[config.mk]
export PLATFORM = sky130hd
export DESIGN_NAME = hazard_stall_unit
export DESIGN_NICKNAME = d
export VERILOG_FILES = /design/src/rtl/vliw_hazard_pkg.sv /design/src/rtl/hazard_stall_unit_sb_entry.sv /design/src/rtl/hazard_stall_unit.sv
export SDC_FILE = /design/constraint.sdc
export NUM_CORES = 1
export LEC_CHECK = 0
export ABC_AREA = 1
export CORE_MARGIN = 2
export CORE_UTILIZATION = 35
export DETAILED_ROUTE_END_ITERATION = 8
export GPL_TIMING_DRIVEN = 0
export PLACE_DENSITY = 0.61
export SLEW_MARGIN = 20
export SYNTH_ARGS = -nofsm -noshare
export SYNTH_HDL_FRONTEND = slang
export SYNTH_SLANG_ARGS = --single-unit
export TNS_END_PERCENT = 10
[constraint.sdc]
create_clock -name clk -period 3.77 [get_ports clk]
set_input_delay 0.9425 -clock clk [delete_from_list [all_inputs] [get_ports clk]]
set_output_delay 0.9425 -clock clk [all_outputs]
set_load 0.01 [all_outputs]
[src/rtl/vliw_hazard_pkg.sv]
// rtl/vliw_hazard_pkg.sv - shared widths, latencies and helpers for the VLIW hazard interlock
package vliw_hazard_pkg;

    localparam int REG_W    = 3;   // register specifier width
    localparam int NREG     = 8;   // architectural registers per file
    localparam int LOAD_LAT = 1;   // load issue -> forwardable
    localparam int MUL_LAT  = 3;   // multiply issue -> forwardable (1..7)
    localparam int CNT_W    = 3;   // scoreboard counter width
    localparam int SCNT_W   = 16;  // stall statistics counter width

    // Larger of two pending latencies; used when both slots target one register.
    function automatic logic [CNT_W-1:0] cnt_max(input logic [CNT_W-1:0] a,
                                                 input logic [CNT_W-1:0] b);
        return (a > b) ? a : b;
    endfunction

endpackage

[src/rtl/hazard_stall_unit_sb_entry.sv]
// rtl/hazard_stall_unit_sb_entry.sv - one scoreboard counter: cycles until a register is forwardable
//
// Ports:
//   clk, rst_n   pipeline clock, asynchronous active-low reset
//   r_wr, r_val  R-slot issue write of this register and its new latency
//   s_wr, s_val  S-slot issue write of this register and its new latency
//   cnt          current remaining cycles (0 = served by forwarding / register file)
//   busy         cnt is nonzero
module sb_entry
    import vliw_hazard_pkg::*;
(
    input  logic             clk,
    input  logic             rst_n,
    input  logic             r_wr,
    input  logic [CNT_W-1:0] r_val,
    input  logic             s_wr,
    input  logic [CNT_W-1:0] s_val,
    output logic [CNT_W-1:0] cnt,
    output logic             busy
);

    // An issue write replaces the decrement for this cycle.
    always_ff @(posedge clk or negedge rst_n) begin
        if (!rst_n) begin
            cnt <= '0;
        end else if (r_wr && s_wr) begin
            cnt <= cnt_max(r_val, s_val);
        end else if (r_wr) begin
            cnt <= r_val;
        end else if (s_wr) begin
            cnt <= s_val;
        end else if (cnt != '0) begin
            cnt <= cnt - 1'b1;
        end
    end

    assign busy = (cnt != '0);

endmodule

[src/rtl/hazard_stall_unit.sv]
// rtl/hazard_stall_unit.sv - scoreboard interlock holding ID when forwarding cannot serve a consumer
//
// Ports:
//   clk, rst_n                  pipeline clock, asynchronous active-low reset
//   id_valid, id_flush          ID bundle valid; ID bundle killed by a branch
//   id_rm, id_rn, id_sm, id_sn  R and S slot source registers
//   id_sd, id_s_store           store-data register, live when the S op is a store
//   id_r_we, id_r_mul, id_r_dst R slot writes a register / is a multiply / destination
//   id_s_load, id_s_dst         S slot is a load / load destination
//   stall                       hold IF/ID, bubble into ID/EX
//   mul_busy                    multiplier occupied
//   busy_vec                    per-register "not yet forwardable" flags
//   stall_count                 saturating count of stalled cycles
module hazard_stall_unit
    import vliw_hazard_pkg::*;
#(
    parameter int NREG_P     = NREG,
    parameter int MUL_LAT_P  = MUL_LAT,
    parameter int LOAD_LAT_P = LOAD_LAT
) (
    input  logic              clk,
    input  logic              rst_n,
    input  logic              id_valid,
    input  logic              id_flush,
    input  logic [REG_W-1:0]  id_rm,
    input  logic [REG_W-1:0]  id_rn,
    input  logic [REG_W-1:0]  id_sm,
    input  logic [REG_W-1:0]  id_sn,
    input  logic [REG_W-1:0]  id_sd,
    input  logic              id_s_store,
    input  logic              id_r_we,
    input  logic              id_r_mul,
    input  logic [REG_W-1:0]  id_r_dst,
    input  logic              id_s_load,
    input  logic [REG_W-1:0]  id_s_dst,
    output logic              stall,
    output logic              mul_busy,
    output logic [NREG_P-1:0] busy_vec,
    output logic [SCNT_W-1:0] stall_count
);

    localparam logic [CNT_W-1:0] MUL_C  = CNT_W'(MUL_LAT_P);
    localparam logic [CNT_W-1:0] LOAD_C = CNT_W'(LOAD_LAT_P);

    logic [NREG_P-1:0][CNT_W-1:0] cnt;
    logic [CNT_W-1:0]             mul_cnt;

    logic             r_wr_en, s_wr_en;
    logic [CNT_W-1:0] r_new;
    logic             raw_hit, sd_hit, waw_hit, mul_hit;
    logic             issue;

    // Register 0 is hard-wired to zero and never tracked.
    assign cnt[0]      = '0;
    assign busy_vec[0] = 1'b0;

    assign r_wr_en = id_r_we && (id_r_dst != '0);
    assign s_wr_en = id_s_load && (id_s_dst != '0);
    assign r_new   = id_r_mul ? MUL_C : '0;

    assign raw_hit = ((id_rm != '0) && (cnt[id_rm] != '0))
                  || ((id_rn != '0) && (cnt[id_rn] != '0))
                  || ((id_sm != '0) && (cnt[id_sm] != '0))
                  || ((id_sn != '0) && (cnt[id_sn] != '0));

    // A count of 1 is covered by the load-to-store bypass in MEM.
    assign sd_hit  = id_s_store && (id_sd != '0) && (cnt[id_sd] > CNT_W'(1));

    // A newer write must not complete before an older, slower one.
    assign waw_hit = (r_wr_en && (cnt[id_r_dst] > r_new))
                  || (s_wr_en && (cnt[id_s_dst] > LOAD_C));

    // The multiplier can accept a new op once the previous one is in its last cycle.
    assign mul_hit = id_r_mul && (mul_cnt > CNT_W'(1));

    assign stall = id_valid && !id_flush && (raw_hit || sd_hit || waw_hit || mul_hit);
    assign issue = id_valid && !id_flush && !stall;

    genvar gi;
    generate
        for (gi = 1; gi < NREG_P; gi++) begin : g_sb
            sb_entry u_entry (
                .clk   (clk),
                .rst_n (rst_n),
                .r_wr  (issue && r_wr_en && (id_r_dst == REG_W'(gi))),
                .r_val (r_new),
                .s_wr  (issue && s_wr_en && (id_s_dst == REG_W'(gi))),
                .s_val (LOAD_C),
                .cnt   (cnt[gi]),
                .busy  (busy_vec[gi])
            );
        end
    endgenerate

    always_ff @(posedge clk or negedge rst_n) begin
        if (!rst_n) begin
            mul_cnt <= '0;
        end else if (issue && id_r_mul) begin
            mul_cnt <= MUL_C;
        end else if (mul_cnt != '0) begin
            mul_cnt <= mul_cnt - 1'b1;
        end
    end

    assign mul_busy = (mul_cnt != '0);

    always_ff @(posedge clk or negedge rst_n) begin
        if (!rst_n) begin
            stall_count <= '0;
        end else if (stall && (stall_count != {SCNT_W{1'b1}})) begin
            stall_count <= stall_count + 1'b1;
        end
    end

endmodule

==> results of run 1 <==
==> metal layers <==
metal | GRT usage (%) | vias to the layer above | share of wire, %
li1 | - | 1924 | -
met1 | 24.3 | 1768 | 45
met2 | 33.2 | 92 | 49
met3 | 2.78 | 12 | 5.4
met4 | 4.85 | 0 | 1.5
met5 | 0 | - | 0
==> power groups by stage <==
stage	sequential (mW)	clock, mW	combinational (mW)
finish	0.786	0.373	1.70
global placement	0.789	0	1.63
global route	0.816	0.399	1.97
CTS	0.786	0.388	1.69
detailed placement	0.792	0	1.67
floorplan	0.778	0	1.14
==> stage by stage <==
stage / setup TNS (ns) / utilization (%)
2_1_floorplan: 0 / -
3_3_place_gp: -9.92 / 43.0
3_5_place_dp: -8.74 / 43.2
4_1_cts: 0 / 44.6
5_1_grt: -0.00630 / 45.4
6_report: 0 / 45.4
==> cells by family after synthesis <==
family / after synthesis / share of synthesized area (%)
and+or+nand+nor: 342 / 45.3
buffers and inverters: 105 / 12.3
DFF: 40 / 26.6
AOI/OAI and AO/OA: 31 / 4.91
adders and majority gates: 20 / 6.64
xor gates and xnor gates: 18 / 4.18
other: 1 / 0.0995
==> worst max-delay path by stage <==
stage | from | endpoint | slack (ns) | cells past startpoint
2_1_floorplan | id_r_dst[1] | stall | 0.37 | 15
3_3_place_gp | id_r_dst[0] | stall | -1.06 | 16
3_5_place_dp | id_r_dst[0] | stall | -1.04 | 16
4_1_cts | id_r_dst[1] | stall | 0.003 | 17
5_1_grt | id_r_dst[1] | stall | -0.006 | 17
6_report | id_r_dst[1] | stall | 0.12 | 17
==> sequential cells by signal, indices dropped and copies added (netlist names) <==
| signal | flops |
|---|---|
| g_sb.u_entry.cnt | 21 |
| mul_cnt | 3 |
| stall_count | 16 |
==> critical path: stages <==
cell and delay, ns:
buf_12 0.12, clkinv_4 0.04, nor2_1 0.03, inv_2 0.09, o22ai_2 0.09, a221oi_2 0.18, o21ai_1 0.10, ha_1 0.30
inv_1 0.06, nor2_1 0.03, o21ai_1 0.14, nand2_1 0.09, nand2_2 0.09, nand3_4 0.10, nor2_8 0.15, nor2_4 0.05
buf_6 0.13
==> timing repair <==
action / in CTS / in global routing
pin swaps: 7 / 8
setup buffers: 4 / 3
endpoints found under the hold margin: 0 / 0
resized for setup: 26 / 14
endpoints found under the setup margin: 1 / 1
==> placed cells by master (no fill, tap or decap), drive strengths merged, types with 5 or more instances in the layout <==
| cell type | n |
|---|---|
| a21oi | 6 |
| buf | 27 |
| clkbuf | 5 |
| clkdlybuf4s50 | 46 |
| dfrtp | 40 |
| ha | 20 |
| inv | 87 |
| nand2 | 169 |
| nand3 | 59 |
| nand4 | 38 |
| nor2 | 58 |
| nor3 | 6 |
| o21ai | 17 |
| xor2 | 14 |
==> cell type report <==
| type | instances | share of cell area (%) |
|---|---|---|
| multi-input cells | 412 | 49.8 |
| repair buffers | 60 | 12.8 |
| clock buffers | 5 | 1.46 |
| flip-flops and latches | 40 | 21.3 |
| plain buffers | 15 | 2.74 |
| inverters | 90 | 7.39 |
| well taps | 136 | 3.61 |
| clock inverters | 3 | 0.983 |
==> flow_summary.toml, run 1 <==
[synth]
netlist.area_leader.share_pct = 26.6
yosys.cell_types.count = 38
avgSynthCellArea_um2 = 6.77
async_flop_share_pct = 100
yosys_most_used_dff = "dfrtp_1"
syn_nets = 606
synthTopCellsByCount = "165 x nand2_1, 78 x inv_1, 58 x nand3_1"
ys_seq_area_share_pct = 26.6
synth_most_common_cell = "nand2_1"
synth_area_leaders = "dfrtp_1 27%, nand2_1 16%, inv_1 7.8%"
synth_area_leader_cell = "dfrtp_1"
synth_area_um2 = 3770
synth_edf_count = 0
synth-warning-count = 0
syn_inst = 557
ys_ff_latch = 40

[min_path]
hp-class = "reg -> reg"
min_to = "g_sb[3].u_entry.cnt[0]$_DFFE_PN0P_"
hold_path_startpoint = "g_sb[3].u_entry.cnt[0]$_DFFE_PN0P_"
hold_path_depth = 2

[worst_setup_path]
critPathRequiredTime_ns = 2.83
worstReg2RegStart = "g_sb[7].u_entry.cnt[1]$_DFFE_PN0P_"
r2r-end = "g_sb[6].u_entry.cnt[1]$_DFFE_PN0P_"
cp_max_fo = 6
r2r_setup_slack_ns = 1.03
worstSetupEndpointType = "primary output"
ff2ff_path_depth = 19
crit_type = "in -> out"
arrival_ns = 2.71
startpoint_type = "input pin"

[cts]
htree_levels = 2
cts_made_buffers = 5
cts_tree = "built"
cts_sinks = 40
cts.clk_slew.worst_paths_ns = 0.08
clk_latency_ns = 0.31
hold_buffers = 0
clock-root-buffer = "clkbuf_8"
clockBufferDepth = 2

[routing]
wl_per_cell_um = 13.6
viasPerCell = 4.99
dr_total_vias = 3796
final_antenna_net_count = 0
drt_iter0_drc = 219
routed_wl_um = 10300
dr.pass1.iters = 5
drc_errors = 0

[layout]
final_cells = 761
multi_input_comb_area_um2 = 2340
num-fill-cells = 1117
drive_above_1_share_pct = 13.1
seqCellArea_um2 = 1000
final_area_um2 = 4710
nets = 673
areaGrowthSynthToFinish_pct = 24.9
antennaDiodeCount = 0

[floorplanning]
core_um2 = 10400
dieArea_um2 = 11600
dieWidth_um = 108
core.rowCount = 37
ios = 55
chipHeight_um = 108
start_util_pct = 36.4

[place]
dp_cells = 746
placed_area_um2 = 4480
dpl_worst_slack_ns = -1.04
portBuffers = 52
globalplace.congestion = 0.911
hpwlAfterDp_um = 8130

[global_routing]
grt_max_degree = 29
track_usage_pct = 19.0
grt_remaining_overflow = 0
grt_pass1_vias = 3645
grt_antenna_before_repair = 0
grt_pass1_wl_um = 17600

[timing]
slew_headroom_pct = 63.3
fmax_mhz = 274
finalSetupViolations = 0
slew_violations = 0
tightestPinTransition_ns = 0.545
min_period_ns = 3.65
skew_ns = 0.00876
finalCritPeriodShare_pct = 96.8
hold_slack_ns = 0.535
hold_viol = 0
setup_ws_ns = 0.121

[power_and_ir_drop]
switching_share_pct = 46.1
p_total_mw = 2.86
p_sw_mw = 1.32
ir_drop_mv = 0.268
combPwrFrac_pct = 59.4
p_seq_share_pct = 27.5
p_int_mw = 1.54
pwr-share-clk_pct = 13.1
p_leak_nw = 2.45
power_density_nw_per_um2 = 607

[status]
outcome = "finished, final reports clean"

[job]
maxCapViolations = 0
No activity file was read; power rests on OpenSTA's default activity.
==> run 2: changes to the inputs <==
--- a/config.mk
+++ b/config.mk
@@ -6,6 +6,7 @@
 export NUM_CORES = 1
 export LEC_CHECK = 0
 export ABC_AREA = 1
+export ABC_CLOCK_PERIOD_IN_PS = 3770
 export CORE_MARGIN = 2
 export CORE_UTILIZATION = 35
 export DETAILED_ROUTE_END_ITERATION = 8
==> results of run 2 <==
Final layout, timing and power as in run 1 (identical DEF).
